==> src/rtl/arb_hs_rr.sv <==
// arb_hs_rr: round-robin sharing of one 4-phase downstream channel among N requesters.
// Build option ARB_HS_SYNC_EN inserts 2-flop synchronizers on r_i and a_o.
module arb_hs_rr #(
  parameter int N = 4
) (
  input  logic         clk,
  input  logic         rst,
  input  logic [N-1:0] r_i,
  output logic [N-1:0] a_i,
  output logic         r_o,
  input  logic         a_o,
  output logic [N-1:0] gnt,
  output logic         busy
);

  localparam int PW = (N > 1) ? $clog2(N) : 1;

  localparam logic [PW:0]  NX  = (PW+1)'(N);
  localparam logic [PW:0]  INC = (PW+1)'(1);
  localparam logic [N-1:0] ONE = N'(1);

  localparam logic [1:0] S_IDLE = 2'd0;
  localparam logic [1:0] S_REQ  = 2'd1;
  localparam logic [1:0] S_ACK  = 2'd2;
  localparam logic [1:0] S_RTZ  = 2'd3;

  logic [N-1:0]  r_s;
  logic          a_s;

  logic [1:0]    state;
  logic [PW-1:0] ptr;
  logic [PW-1:0] g;

  logic          win_vld;
  logic [PW-1:0] win_idx;
  logic [PW:0]   cand;

  logic [PW:0]   g_inc;
  logic [PW-1:0] ptr_nxt;

`ifdef ARB_HS_SYNC_EN
  logic [N-1:0] r_m;
  logic         a_m;

  always_ff @(posedge clk or posedge rst) begin
    if (rst) begin
      r_m <= '0;
      r_s <= '0;
      a_m <= 1'b0;
      a_s <= 1'b0;
    end else begin
      r_m <= r_i;
      r_s <= r_m;
      a_m <= a_o;
      a_s <= a_m;
    end
  end
`else
  assign r_s = r_i;
  assign a_s = a_o;
`endif

  // Walk downward so the candidate closest to ptr is the last to win.
  always_comb begin
    win_vld = 1'b0;
    win_idx = '0;
    cand    = '0;
    for (int k = N - 1; k >= 0; k--) begin
      cand = {1'b0, ptr} + (PW+1)'(k);
      if (cand >= NX) begin
        cand = cand - NX;
      end
      if (r_s[cand[PW-1:0]]) begin
        win_vld = 1'b1;
        win_idx = cand[PW-1:0];
      end
    end
  end

  assign g_inc   = {1'b0, g} + INC;
  assign ptr_nxt = (g_inc == NX) ? '0 : g_inc[PW-1:0];

  always_ff @(posedge clk or posedge rst) begin
    if (rst) begin
      state <= S_IDLE;
      ptr   <= '0;
      g     <= '0;
      gnt   <= '0;
      a_i   <= '0;
      r_o   <= 1'b0;
      busy  <= 1'b0;
    end else begin
      unique case (state)
        S_IDLE: begin
          if (win_vld) begin
            g     <= win_idx;
            gnt   <= ONE << win_idx;
            r_o   <= 1'b1;
            busy  <= 1'b1;
            state <= S_REQ;
          end
        end
        S_REQ: begin
          if (a_s) begin
            a_i   <= gnt;
            state <= S_ACK;
          end
        end
        S_ACK: begin
          if (!r_s[g]) begin
            r_o   <= 1'b0;
            state <= S_RTZ;
          end
        end
        S_RTZ: begin
          if (!a_s) begin
            a_i   <= '0;
            gnt   <= '0;
            ptr   <= ptr_nxt;
            busy  <= 1'b0;
            state <= S_IDLE;
          end
        end
        default: state <= S_IDLE;
      endcase
    end
  end

endmodule

==> config.mk <==
export PLATFORM = sky130hd
export DESIGN_NAME = arb_hs_rr
export DESIGN_NICKNAME = d
export VERILOG_FILES = /design/src/rtl/arb_hs_rr.sv
export SDC_FILE = /design/constraint.sdc
export NUM_CORES = 1
export LEC_CHECK = 0
export BUFFER_PORTS_ARGS = -buffer_cell sky130_fd_sc_hd__buf_2
export CAP_MARGIN = 10
export CORE_UTILIZATION = 57
export DETAILED_ROUTE_END_ITERATION = 12
export PLACE_DENSITY = 0.81
export SLEW_MARGIN = 20
export SYNTH_ARGS = -nofsm -noshare
export SYNTH_HDL_FRONTEND = slang
export SYNTH_SLANG_ARGS = --single-unit
==> constraint.sdc <==
create_clock -name clk -period 2.41 [get_ports clk]
set_clock_uncertainty 0.1 [all_clocks]
set_input_delay 0.482 -clock clk [delete_from_list [all_inputs] [get_ports clk]]
set_output_delay 0.482 -clock clk [all_outputs]
set_load 0.1 [all_outputs]
======== Yosys cells after proc, flatten, opt, wreduce, memory -nomap -nowiden ========
Cells that the tools add are included.
word-level totals
  register bits ........................... 16
  bits in latches ......................... 0
  memory bits (writable) .................. 0
  bits in read-only memories .............. 0
  output and inout port bits .............. 10
  word-level logic and storage cells ...... 82
  memories kept ........................... 0
cells by class
  $add $sub $neg .......................... 8
  multiply operators ...................... 0
  div/mod/pow operators ................... 0
  magnitude comparators ................... 9
  equality and inequality tests ........... 8
  shift operators ......................... 1
  muxes and demuxes ....................... 38
  bitwise logic cells ..................... 1
  reduce and logical (&&, ||, !) cells .... 10
operators with widths
  operator             count
  $mux 2               13
  $pmux 4 s2           2
  $lt 2x3->1 const B   5
  $mux 1               12
  $mux 4               3
  $bmux 1 s2           5
  $ge 3x3->1 const B   3
  $reduce_and 3->1     3
  $ne 2x2->1 const B   4
  $pmux 2 s4           1
  $sub 2x1->2 const B  4
  $add 2x1->3 const B  2
  $add 2x2->3 const B  2
  $reduce_bool 2->1    3
  $eq 2x2->1 const B   2
  $pmux 1 s2           2
  $reduce_and 2->1     2
  $reduce_and 4->1     1
  $shl 1x2->4 const A  1
  $eq 3x3->1 const B   1
  $ge 2x3->1 const B   1
  $eq 2x1->1 const B   1
  $logic_not 2->1      1
  $not 1->1            1

======== Depth between registers and ports, before layout ========
  depth in word-level cells ............... 12
  depth in mapped cells ................... 6
  depth with buffers taken out ............ 6

======== Worst setup path before layout ========
No wires, ideal clock.
  kind .................................... register to register
  start ................................... reg state[1]
  end ..................................... reg state[1]
  library setup time ...................... 125 ps
  arrival ................................. 1439 ps
  slack ................................... 746 ps
  cell stages (with the launch flop) ...... 7
  buffers on the path ..................... 1
  cells stage by stage .................... dfrtp_1 > inv_1 > ha_1 > clkbuf_1 > nor2b_1 > nor3b_2 > mux2_4
on the way
  cells in the longest elaborated chain, start to end .. 3
  elaborated cells between the ends (all ways) .. 10
ends and longest elaborated chain
  item                                RTL line  source
  from (decl)                         30        logic [1:0] state;
  from (signal assigned)              85        state <= S_IDLE;
  from (signal assigned)              100       state <= S_REQ;
  from (signal assigned)              106       state <= S_ACK;
  $eq 2x2->1 (tied with other cells)  93        unique case (state)
  $ne 2x2->1 (no source line)         -
  $reduce_and 4->1 (no source line)   -
Several ways; a longest one is shown, not always the timed one.
A chain may end at the register's enable or synchronous reset.

======== Final worst setup path ========
  start ................................... reg state[0]
  end ..................................... reg state[1]
Same word-level chain as after synthesis.

==> results.toml <==
[job]
maxCapViolCount = 0

[synthesis]
yosysSeqAreaShare = 0.431
syn_avg_cell_area_um2 = 10.0
netlist_area_um2 = 930
yosysTopAreaCell = "dfrtp_1"
synth_top_flop_cell = "dfrtp_1"
synthTopCellsByArea = "dfrtp_1 43%, ha_1 6.7%, o21ai_0 4.8%, a21oi_1 4.3%, a32o_1 4.3%"
ys_warn_count = 0
syn_nets = 105
ys_types = 29
async_flop_share = 1.00
netlist_instances = 93
synth_top_area_frac = 0.431
ys_ff_latch = 16
synth-edff-count = 0

[timing]
fmax_mhz = 549
final.setup.tns_ps = 0
rsz0062_at_grt = "false"
setup_viol = 0
hold_ws_ps = 147
tightest_slew_ps = 615
hold_violations = 0
slew_viol_final = 0
relSlewSlack = 0.589
period_needed_ps = 1820
fin_crit_sh = 0.756

[final_layout]
area_growth_pct = 13.3
nNetsFinal = 123
final_layout_size_suffix_gt1_frac = 0.236
post-route-util = 0.699
final_cell_mix = "16 x dfrtp_1, 16 x buf_2, 9 x o21ai_0"
final_area_mm2 = 0.00105
num_antenna_cells = 0
layout.filler_cells = 128

[critical_path]
r2r_end = "state[1]$_DFFE_PP0P_"
reg2reg_depth = 4
timing.rr.start = "state[0]$_DFFE_PP0P_"
cp_data_required_time_ps = 2490
critPathLaunchType = "register"
critPathMaxFanout = 13
criticalPathCategory = "reg -> reg"
cp.arrival_ps = 1900
ff2ff_setup_slack_ps = 590
endpoint_kind = "register"

[clock_network]
htreeDepth = 1
clk_latency_ps = 290
cts_setup_buffers = 0
clk_pin_slew_ps = 100
cts-buffers-inserted = 3
cts_root_buffer = "clkbuf_4"
clock_sinks = 16
cts_tree = "built"
clock_path_buffers = 2
cts_hold_buf = 0
cts_resized = 0

[global_route]
grt_pass1_vias = 717
antenna_found_initial = 0
grt_remaining_overflow = 0
grt_max_degree = 17
grt_use_total = 0.220
grt_pass1_wl_mm = 2.93

[outcome]
status = "finished clean"

[place]
port_buffers = 16
gp_congestion = 0.828
dp_hpwl_mm = 1.37
dpl_cell_area_mm2 = 0.00102

[drt]
vias_per_cell = 6.08
drt-total-wl_mm = 1.80
via_count = 766
post_drt_wl_per_cell_um = 14.3
drt_iter0_markers = 29
drtAntennaViolNets = 0
firstDrtPassIters = 4
drc = 0

[floorplanning]
rows = 14
pin_count = 17
die_h_um = 42.4
die_area_mm2 = 0.00180
fp.dieW_um = 42.4
core-area_mm2 = 0.00151
initial_utilization = 0.617

[min_path]
worstHoldPathType = "in -> async"
==> synth_stat cells (all sizes together) (2+ instances only) <==
master / count
dfrtp: 16
o21ai: 9
a21oi: 8
nand2: 7
ha: 5
inv: 5
nor3: 5
a211oi: 4
a32o: 4
mux2i: 4
nor2: 4
nand2b: 3
clkbuf: 2
mux2: 2
o22ai: 2
==> cells by family (layout without fill, tap and decap cells) <==
| family | count (synthesis) | in the layout | synth area share |
|---|---|---|---|
| AO/OA/AOI/OAI | 34 | 34 | 0.246 |
| AND/OR/NAND/NOR | 24 | 24 | 0.151 |
| flip-flops | 16 | 16 | 0.431 |
| buffers and inverters | 8 | 25 | 0.0336 |
| multiplexers | 6 | 6 | 0.0713 |
| adder cells (fa/ha/maj) | 5 | 5 | 0.0673 |
==> how the worst max path moves through the flow <==
stage | slack (ps) | end | startpoint
final | 590 | state[1]$_DFFE_PP0P_ | state[0]$_DFFE_PP0P_
after global routing | 520 | state[1]$_DFFE_PP0P_ | state[1]$_DFFE_PP0P_
after CTS | 600 | state[1]$_DFFE_PP0P_ | state[0]$_DFFE_PP0P_
after detailed placement | 590 | gnt[3]$_DFFE_PP0P_ | r_i[1]
after global placement | 620 | state[1]$_DFFE_PP0P_ | r_i[1]
after floorplan | 750 | state[1]$_DFFE_PP0P_ | state[1]$_DFFE_PP0P_
==> area by class of cell <==
| type | count | area [um2] | area share |
|---|---|---|---|
| multi-input combinational | 69 | 498 | 0.473 |
| clock buffer | 4 | 36.3 | 0.0344 |
| timing repair buffer | 16 | 80.1 | 0.0760 |
| tap | 16 | 20.0 | 0.0190 |
| sequential | 16 | 400 | 0.380 |
| inverter | 5 | 18.8 | 0.0178 |
==> metal layers <==
layer / GRT usage / routed length (um) / share of wire
met1: 0.280 / 848 / 0.47
met5: 0 / 0 / 0
met4: 0.125 / 23 / 0.013
met2: 0.360 / 880 / 0.49
met3: 0.0259 / 47 / 0.026
==> worst max-delay path, stage by stage, from the launching register on <==
cell and delay, ps:
dfrtp_1 420, ha_1 370, a22oi_2 230, nor3b_2 280, mux2_4 330
==> registers in the layout (all words and copies together), names as in the netlist <==
register  flops
ptr           2
gnt           4
busy          1
a_i           4
r_o           1
g             2
state         2
==> metrics by stage <==
| step | setup slack (ps) | std cells |
|---|---|---|
| global route | 525 | 126 |
| global placement | 620 | 122 |
| CTS | 595 | 126 |
| detailed placement | 592 | 122 |
| floorplan | 746 | 93 |
| finish | 587 | 126 |
Power is not shown: default switching activity piles up to over one toggle a cycle in this logic, so the estimate is an artifact.
